### src/rtl/fp_add_pkg.sv
// Shared constants, state encoding and result payload for the FP adder back end.
package fp_add_pkg;

  localparam int unsigned EXP_W   = 8;
  localparam int unsigned MANT_W  = 23;
  localparam int unsigned SIG_W   = MANT_W + 1;
  localparam int unsigned RND_W   = SIG_W + 1;
  localparam int unsigned EXP_IW  = EXP_W + 2;
  localparam int unsigned DATA_W  = 1 + EXP_W + MANT_W;
  localparam int unsigned GRS_W   = 3;
  localparam int unsigned FLAG_W  = 3;
  localparam int unsigned EXP_MAX = 255;
  localparam int unsigned BIAS    = 127;

  localparam int unsigned FLAG_OVF = 2;
  localparam int unsigned FLAG_UNF = 1;
  localparam int unsigned FLAG_INX = 0;

  typedef enum logic [1:0] {
    IDLE  = 2'd0,
    NORM  = 2'd1,
    ROUND = 2'd2,
    OUT   = 2'd3
  } state_t;

  typedef struct packed {
    logic              sign;
    logic [EXP_W-1:0]  expo;
    logic [MANT_W-1:0] frac;
  } fp32_t;

endpackage

### src/rtl/fp_round_rne.sv
// Combinational round-to-nearest-even of a 24-bit significand with guard/round/sticky.
// The inexact output exists only when FP_NORM_FLAGS_EN is defined.
module fp_round_rne
  import fp_add_pkg::*;
(
  input  logic [SIG_W-1:0] i_mant,
  input  logic             i_g,
  input  logic             i_r,
  input  logic             i_s,
`ifdef FP_NORM_FLAGS_EN
  output logic             o_inexact_c,
`endif
  output logic [RND_W-1:0] o_mant_c
);

  logic w_inc;

  // Round up above half, or at exactly half when the kept lsb is odd.
  assign w_inc    = i_g & (i_r | i_s | i_mant[0]);
  assign o_mant_c = {1'b0, i_mant} + RND_W'(w_inc);

`ifdef FP_NORM_FLAGS_EN
  assign o_inexact_c = i_g | i_r | i_s;
`endif

endmodule

### src/rtl/fp_add_norm_pack.sv
// FP adder back end: normalize, round to nearest-even and pack a single-precision result.
// Define FP_NORM_FLAGS_EN to produce overflow/underflow/inexact flags; otherwise flags read 0.
module fp_add_norm_pack
  import fp_add_pkg::*;
(
  input  logic                clk,
  input  logic                rst_n,
  input  logic                in_valid,
  output logic                in_ready,
  input  logic [MANT_W+1:0]   in_mant,
  input  logic [GRS_W-1:0]    in_grs,
  input  logic [EXP_W-1:0]    in_exp,
  input  logic                in_sign,
  output logic                out_valid,
  input  logic                out_ready,
  output logic [DATA_W-1:0]   out_data,
  output logic [FLAG_W-1:0]   out_flags
);

  state_t              r_state;
  state_t              w_state_nxt;
  logic                r_in_ready;
  logic                r_out_valid;
  logic [SIG_W-1:0]    r_mant;
  logic                r_g;
  logic                r_r;
  logic                r_s;
  logic [EXP_IW-1:0]   r_exp;
  logic                r_sign;
  logic [DATA_W-1:0]   r_out_data;
  logic [FLAG_W-1:0]   r_out_flags;

  logic                w_accept;
  logic                w_in_zero;
  logic                w_in_direct;
  logic                w_shift;
  logic                w_norm_done;
  logic [RND_W-1:0]    w_rnd_mant;
  logic                w_carry;
  logic                w_hidden;
  logic [EXP_IW-1:0]   w_exp_rnd;
  logic [MANT_W-1:0]   w_frac;
  logic                w_ovf;
  fp32_t               w_res;
  logic [FLAG_W-1:0]   w_flags;

  assign w_accept    = in_valid & r_in_ready;
  assign w_in_zero   = (in_mant == '0) && (in_grs == '0);
  // Already normalized, carry-out or already at the minimum exponent: no left shifts needed.
  assign w_in_direct = in_mant[SIG_W] | in_mant[SIG_W-1] | (in_exp == EXP_W'(1));

  assign w_shift     = !r_mant[SIG_W-1] && (r_exp > EXP_IW'(1));
  assign w_norm_done = !w_shift || r_mant[SIG_W-2] || (r_exp == EXP_IW'(2));

  always_ff @(posedge clk or negedge rst_n) begin
    if (!rst_n) r_state <= IDLE;
    else        r_state <= w_state_nxt;
  end

  always_comb begin
    w_state_nxt = r_state;
    case (r_state)
      IDLE: begin
        if (w_accept) begin
          if (w_in_zero)        w_state_nxt = OUT;
          else if (w_in_direct) w_state_nxt = ROUND;
          else                  w_state_nxt = NORM;
        end
      end
      NORM:    if (w_norm_done) w_state_nxt = ROUND;
      ROUND:   w_state_nxt = OUT;
      OUT:     if (out_ready) w_state_nxt = IDLE;
      default: w_state_nxt = IDLE;
    endcase
  end

  // Handshake outputs registered from the next state so they track the FSM exactly.
  always_ff @(posedge clk or negedge rst_n) begin
    if (!rst_n) begin
      r_in_ready  <= 1'b1;
      r_out_valid <= 1'b0;
    end else begin
      r_in_ready  <= (w_state_nxt == IDLE);
      r_out_valid <= (w_state_nxt == OUT);
    end
  end

  always_ff @(posedge clk or negedge rst_n) begin
    if (!rst_n) begin
      r_mant      <= '0;
      r_g         <= 1'b0;
      r_r         <= 1'b0;
      r_s         <= 1'b0;
      r_exp       <= '0;
      r_sign      <= 1'b0;
      r_out_data  <= '0;
      r_out_flags <= '0;
    end else begin
      case (r_state)
        IDLE: begin
          if (w_accept) begin
            r_sign <= in_sign;
            if (in_mant[SIG_W]) begin
              r_mant <= in_mant[SIG_W:1];
              r_g    <= in_mant[0];
              r_r    <= in_grs[2];
              r_s    <= in_grs[1] | in_grs[0];
              r_exp  <= EXP_IW'(in_exp) + EXP_IW'(1);
            end else begin
              r_mant <= in_mant[SIG_W-1:0];
              r_g    <= in_grs[2];
              r_r    <= in_grs[1];
              r_s    <= in_grs[0];
              r_exp  <= EXP_IW'(in_exp);
            end
            if (w_in_zero) begin
              r_out_data  <= '0;
              r_out_flags <= '0;
            end
          end
        end
        NORM: begin
          if (w_shift) begin
            r_mant <= {r_mant[SIG_W-2:0], r_g};
            r_g    <= r_r;
            r_r    <= 1'b0;
            r_exp  <= r_exp - EXP_IW'(1);
          end
        end
        ROUND: begin
          r_out_data  <= w_res;
          r_out_flags <= w_flags;
        end
        default: ;
      endcase
    end
  end

`ifdef FP_NORM_FLAGS_EN
  logic w_inexact;
`endif

  fp_round_rne u_round (
    .i_mant      (r_mant),
    .i_g         (r_g),
    .i_r         (r_r),
    .i_s         (r_s),
`ifdef FP_NORM_FLAGS_EN
    .o_inexact_c (w_inexact),
`endif
    .o_mant_c    (w_rnd_mant)
  );

  assign w_carry   = w_rnd_mant[SIG_W];
  assign w_hidden  = w_carry | w_rnd_mant[SIG_W-1];
  assign w_exp_rnd = r_exp + EXP_IW'(w_carry);
  assign w_frac    = w_carry ? w_rnd_mant[SIG_W-1:1] : w_rnd_mant[MANT_W-1:0];
  assign w_ovf     = (w_exp_rnd >= EXP_IW'(EXP_MAX));

  // A tiny result without the hidden bit packs with exponent field 0.
  always_comb begin
    w_res      = '0;
    w_res.sign = r_sign;
    if (w_ovf) begin
      w_res.expo = '1;
      w_res.frac = '0;
    end else begin
      w_res.expo = w_hidden ? w_exp_rnd[EXP_W-1:0] : '0;
      w_res.frac = w_frac;
    end
  end

`ifdef FP_NORM_FLAGS_EN
  always_comb begin
    w_flags           = '0;
    w_flags[FLAG_OVF] = w_ovf;
    w_flags[FLAG_UNF] = !r_mant[SIG_W-1] & w_inexact;
    w_flags[FLAG_INX] = w_inexact | w_ovf;
  end
`else
  assign w_flags = '0;
`endif

  assign in_ready  = r_in_ready;
  assign out_valid = r_out_valid;
  assign out_data  = r_out_data;
  assign out_flags = r_out_flags;

endmodule
### config.mk
export PLATFORM = sky130hd
export DESIGN_NAME = fp_add_norm_pack
export DESIGN_NICKNAME = d
export VERILOG_FILES = /design/src/rtl/fp_add_pkg.sv /design/src/rtl/fp_round_rne.sv /design/src/rtl/fp_add_norm_pack.sv
export SDC_FILE = /design/constraint.sdc
export NUM_CORES = 1
export LEC_CHECK = 0
export ABC_AREA = 1
export BUFFER_PORTS_ARGS = -buffer_cell sky130_fd_sc_hd__buf_2
export CORE_MARGIN = 5
export CORE_UTILIZATION = 35
export DETAILED_ROUTE_END_ITERATION = 6
export PLACE_DENSITY = 0.58
export REMOVE_ABC_BUFFERS = 1
export SLEW_MARGIN = 20
export SYNTH_ARGS = -nofsm -noshare
export SYNTH_HDL_FRONTEND = slang
export SYNTH_HIERARCHICAL = 1
export SYNTH_SLANG_ARGS = --single-unit
export TNS_END_PERCENT = 50
### constraint.sdc
create_clock -name clk -period 4 [get_ports clk]
set_input_delay 0.2 -clock clk [delete_from_list [all_inputs] [get_ports clk]]
set_output_delay 0.2 -clock clk [all_outputs]
set_load 0.01 [all_outputs]
After elaboration in Yosys (flattened, before gate mapping)
Cells that the tools add are included.
{ "totals": {"regBits": 77, "in_bits": 41, "output_inout_bits": 37} }
{ "classes": {"n_addsub": 4, "order_cmp": 2, "n_eq_ne": 9, "muxes": 32, "n_bitwise": 8, "n_reduce_logical": 15} }
{ "ops": {"columns": ["op", "count"], "rows": [
  ["24-bit two-way mux", 3],
  ["32-bit two-way mux", 2],
  ["32-bit one-hot mux with 2 select lines", 1],
  ["24-bit one-hot mux with 2 select lines", 1],
  ["31-bit two-way mux", 1],
  ["24-bit by 1-bit adder with 25-bit output", 1],
  ["25-bit zero test", 1],
  ["23-bit two-way mux", 1],
  ["10-bit two-way mux", 2],
  ["10-bit one-hot mux with 2 select lines", 1],
  ["10-bit by 1-bit adder with 10-bit output", 1],
  ["10-bit by 2-bit == test with 1-bit output (second input constant)", 1],
  ["10-bit by 8-bit greater-or-equal comparator with 1-bit output (second input constant)", 1],
  ["10-bit by 1-bit greater-than comparator with 1-bit output (second input constant)", 1],
  ["2-bit two-way mux", 5],
  ["10-bit by 1-bit subtractor with 10-bit output (second input constant)", 1],
  ["8-bit by 1-bit adder with 9-bit output (second input constant)", 1],
  ["9-bit two-way mux", 1],
  ["8-bit by 1-bit == test with 1-bit output (second input constant)", 1],
  ["8-bit two-way mux", 1],
  ["2-bit one-hot mux with 4 select lines", 1],
  ["1-bit two-way mux", 7],
  ["2-bit == test (second input constant)", 3],
  ["3-bit two-way mux", 2],
  ["14 further kinds", 29]
]} }

Logic depth before layout (Yosys ltp)
{ "depth": {"depth_word": 8, "ltp_mapped": 20} }

Modules after synthesis
The synthesis kept the hierarchy.
{ "by_module_without_submodules": {"columns": ["mod", "n_inst", "cells_per_inst", "area_per_inst_um2"], "rows": [
  ["fp_add_norm_pack", 1, 687, 4815.9],
  ["fp_round_rne", 1, 130, 638.1]
]} }

Worst setup path after synthesis
OpenSTA, ideal clock, no wires.
{ "synth_timing": {"path_type": "register -> register", "startpoint": "register r_mant[0]", "endpoint": "register r_out_data[15], in the netlist out_data[15]", "setup_ps": 123, "arrival_time_ps": 2760, "setup_slack_ps": 1117, "stages_incl_launch_ff": 19, "n_path_buf": 1, "period_less_slack_ps": 2883, "cell_sequence": "dfrtp_1 > nand2_1 > inv_1 > ha_1 > nand2_1 > nor2_4 > nand2_2 > nor2_4 > nand3_1 > nor2_1 > ha_1 > ha_1 > xor2_1 > nand3_1 > nor2_1 > nand3_4 > nand2_4 > buf_12 > o21ai_2"} }
{ "synth_between": {"elab_chain_len": 7, "word_cells_on_any_way": 8, "classes_between": "add/sub (2); order compare (1); mux (3); bitwise (2)"} }
{ "synth_rtl": {"columns": ["item", "line", "rtl"], "rows": [
  ["from (decl)", "fp_add_norm_pack.sv:24", "logic [SIG_W-1:0] r_mant;"],
  ["from (signal assigned)", "fp_add_norm_pack.sv:104", "r_mant <= in_mant[SIG_W:1];"],
  ["from (signal assigned)", "fp_add_norm_pack.sv:110", "r_mant <= in_mant[SIG_W-1:0];"],
  ["from (signal assigned)", "fp_add_norm_pack.sv:124", "r_mant <= {r_mant[SIG_W-2:0], r_g};"],
  ["1-bit bitwise OR", "fp_round_rne.sv:19", "assign w_inc = i_g & (i_r | i_s | i_mant[0]);"],
  ["1-bit AND", "fp_round_rne.sv:19", null],
  ["24-bit by 1-bit adder with 25-bit output (*)", "fp_round_rne.sv:20", "assign o_mant_c = {1'b0, i_mant} + RND_W'(w_inc);"],
  ["via w_rnd_mant[24]", "fp_add_norm_pack.sv:38", "logic [RND_W-1:0] w_rnd_mant;"],
  ["10-bit by 1-bit adder with 10-bit output", "fp_add_norm_pack.sv:156", "assign w_exp_rnd = r_exp + EXP_IW'(w_carry);"],
  ["10-bit by 8-bit greater-or-equal comparator with 1-bit output", "fp_add_norm_pack.sv:158", "assign w_ovf = (w_exp_rnd >= EXP_IW'(EXP_MAX));"],
  ["31-bit two-way mux (*)", "fp_add_norm_pack.sv:164", "if (w_ovf) begin"],
  ["32-bit one-hot mux with 2 select lines (*)", "fp_add_norm_pack.sv:99", "case (r_state)"],
  ["to (signal assigned)", "fp_add_norm_pack.sv:131", "r_out_data <= w_res;"],
  ["to (decl)", "fp_add_norm_pack.sv:30", "logic [DATA_W-1:0] r_out_data;"]
]} }
Mark *: on every way through the listed nets, which the timed path passes. The rest lies on a longest branch.
A chain may end at the register's enable or synchronous reset.

Worst setup path in the final report
{ "layout_timing": {"startpoint": "register r_g", "endpoint": "register r_out_data[0], in the netlist out_data[0]"} }
{ "layout_between": {"elab_chain_len": 6, "word_cells_on_any_way": 7, "classes_between": "add/sub (2); order compare (1); mux (3); bitwise (1)"} }
{ "layout_rtl": {"columns": ["item", "line", "rtl"], "rows": [
  ["from (decl)", "fp_add_norm_pack.sv:25", "logic r_g;"],
  ["from (signal assigned)", "fp_add_norm_pack.sv:105", "r_g <= in_mant[0];"],
  ["from (signal assigned)", "fp_add_norm_pack.sv:111", "r_g <= in_grs[2];"],
  ["from (signal assigned)", "fp_add_norm_pack.sv:125", "r_g <= r_r;"],
  ["1-bit AND (*)", "fp_round_rne.sv:19", null],
  ["24-bit by 1-bit adder with 25-bit output (*)", "fp_round_rne.sv:20", null],
  ["via w_rnd_mant[24]", "fp_add_norm_pack.sv:38", null],
  ["10-bit by 1-bit adder with 10-bit output", "fp_add_norm_pack.sv:156", null],
  ["10-bit by 8-bit greater-or-equal comparator with 1-bit output", "fp_add_norm_pack.sv:158", null],
  ["31-bit two-way mux (*)", "fp_add_norm_pack.sv:164", null],
  ["32-bit one-hot mux with 2 select lines (*)", "fp_add_norm_pack.sv:99", null]
]} }
Marks and branches as above.

==> impl_results.md <==
* Most common cell after layout, fill and taps aside: nand2_1
* RSZ-0062 raised after global routing: no
* Reg2reg end: out_data[0]
* Static Leak at 3.11 nW
* Top post-synthesis cells by area: dfrtp_1 (33%), nand2_1 (17%), nor2_1 (7.2%)
* Crit end category: flip-flop
* Worst path required time at 4.21 ns
* FF-to-FF Start: r_g
* Fin util at 0.410
* CORE AREA at 0.0153 sq mm
* Drt wl/cell at 13.3 um
* Clock Pin Slew Worst Setup and Hold Paths at 0.06 ns
* Die area at 0.0182 sq mm
* Drt via density at 4.77
* Pins Over Slew Limit at 0
* Min Tclk post-route at 3.38 ns
* Yosys top cell area share at 0.335
* Final Cycle Share at 0.844
* DRC errors left at 0
* Nets at 919
* Final setup fails at 0
* Num CTS Buffers at 9
* Area delta synth->final at 14.6%
* Vias at 5,182
* CP Launch Type: flip-flop
* Setup TNS at 0 ns
* Synth cell types at 35
* Kind of critical path: reg2reg
* Crit-path max FO at 23
* Hold Path Class: in2reg
* # rows at 45
* Worst-Skew Late Latency at 0.34 ns
* Hold Crit Depth at 3
* Diodes inserted at 0
* Final Hold Viols at 0
* Drt initial violations at 374
* Final ANT Viol Nets at 0
* Total gr overflow at 0
* Worst ir drop on vdd at 0.242 mV
* Gr usage total at 0.164
* Status: complete, no violations
* Die height at 135 um
* Initial Util at 0.357
* Seq/Total Area, Yosys at 0.340
* Num Clock Sinks at 74
* H-tree levels at 3
* PortBufs at 74
* First-pass GRT wire length at 24.5 mm
* Synth Warn # at 6
* Post-DP HPWL at 10.5 mm
* WHS at 0.0734 ns
* Placer congestion estimate at 0.813
* Area leader, netlist: dfrtp_1
* Hold Path Origin: in_sign
* Mapped cell area at 0.00545 sq mm
* Power per cell area at 702 mW/mm^2
* Layout Skew at 0.00832 ns
* Pre-Repair DR Iteration Count at 5
* CTS tree: done
* Power, Total at 4.39 mW
* Routed WL at 14.4 mm
* CTS max path bufs at 2
* R2r worst-path depth at 17
* Initial antenna violation count at 0
* Post-Synthesis Cells at 817
* #FFs+latches synth at 74
* Avg Cell Area, Syn at 6.68 sq um
* Commonest non-fill, non-tap cells in the layout: nand2_1 (254), nor2_1 (105), o21ai_0 (77), buf_2 (73), dfrtp_1 (73)
* Worst Tran Pin Value at 1.02 ns
* Die span in x at 135 um
* Max cap viols at 0
* Max-slew headroom at 0.320
* Critical Path AT at 3.58 ns
* WHS Endpoint: r_sign
* CTS root buf: clkbuf_16
* Flop2flop setup slack at 0.62 ns
* Layout cells sized above 1 at 0.167
* Number of global-route vias before repair at 4,771
* I/O Pins at 78
* Largest net degree at the start of global routing at 75
* Setup bufs post-CTS at 0
* Max frequency at 296 MHz
-- critical path, stage by stage, from the launching register on --
cell     delay (ns)
dfrtp_1        0.39
nand2_1        0.12
inv_1          0.10
ha_1           0.19
nand2_1        0.10
nor2_4         0.15
nand2_2        0.10
nor2_4         0.15
nand3_1        0.12
nor2_1         0.15
ha_1           0.32
ha_1           0.30
xor2_1         0.22
nand3_1        0.09
nor2_1         0.17
nand3_4        0.15
nand2_4        0.32
o21ai_0        0.12
-- routing by layer --
metal | global-route usage | wire (um)
met5 | 0 | 0
met2 | 0.235 | 6000
met3 | 0.0216 | 528
met4 | 0.0526 | 190
met1 | 0.254 | 7700
-- cell families after synthesis --
group | synth area share
flops | 0.340
xor+xnor | 0.0337
fa+ha+maj | 0.0184
simple gates | 0.367
other cells | 0.000688
buf+inv | 0.0863
compound gates | 0.154
-- registers in the layout (all words and copies together), names as in the netlist --
name       flops
r_s            1
r_exp         10
r_r            1
r_state        2
in_ready       1
r_sign         1
out_data      32
r_mant        24
r_g            1
out_valid      1
-- power breakdown --
part | switching [mW] | internal, mW
Sequential | 0.399 | 1.09
Combinational | 1.31 | 0.717
Clock | 0.317 | 0.561
Total | 2.02 | 2.37
-- cells in the mapped netlist (all sizes together) --
library cell,count
a21oi,12
and2,1
buf,21
clkbuf,19
clkinv,1
conb,1
dfrtp,73
dfstp,1
ha,8
inv,64
nand2,263
nand3,74
nand3b,4
nand4,5
nor2,118
nor3,4
o211ai,29
o21ai,97
or2,1
xnor2,6
xor2,15
-- layout make-up --
cell class	count	area [sq um]
repair buffers	80	433
multi-input cells	640	3140
clock inverters	5	77.6
inverters	65	244
well taps	211	264
clock buffers	11	243
flip-flops and latches	74	1850
fillers	1636	9010
-- worst max path at each step --
stage                         start     endpoint  slack (ns)  depth (start not counted)
after floorplan           r_mant[0]  out_data[0]        0.16                         17
final                           r_g  out_data[0]        0.62                         17
after global placement          r_g  out_data[1]        0.72                         17
after detailed placement  r_mant[0]  out_data[1]        0.61                         17
after CTS                 r_mant[0]  out_data[1]        0.61                         17
after global routing            r_g  out_data[1]        0.23                         17
-- metrics by stage --
stage / area (sq um) / instances / worst slack (ns)
floorplan: 5240 / 779 / 0.159
CTS: 6220 / 1084 / 0.608
global route: 6250 / 1086 / 0.235
detailed placement: 5900 / 1068 / 0.607
global placement: 5900 / 1068 / 0.716
finish: 6250 / 1086 / 0.625
-- repair_timing --
item | CTS | global route
hold buffers | 0 | 1
resized for setup | 0 | 0
endpoints found under the hold margin | 0 | 30
Power figures use the tool's default switching activity.
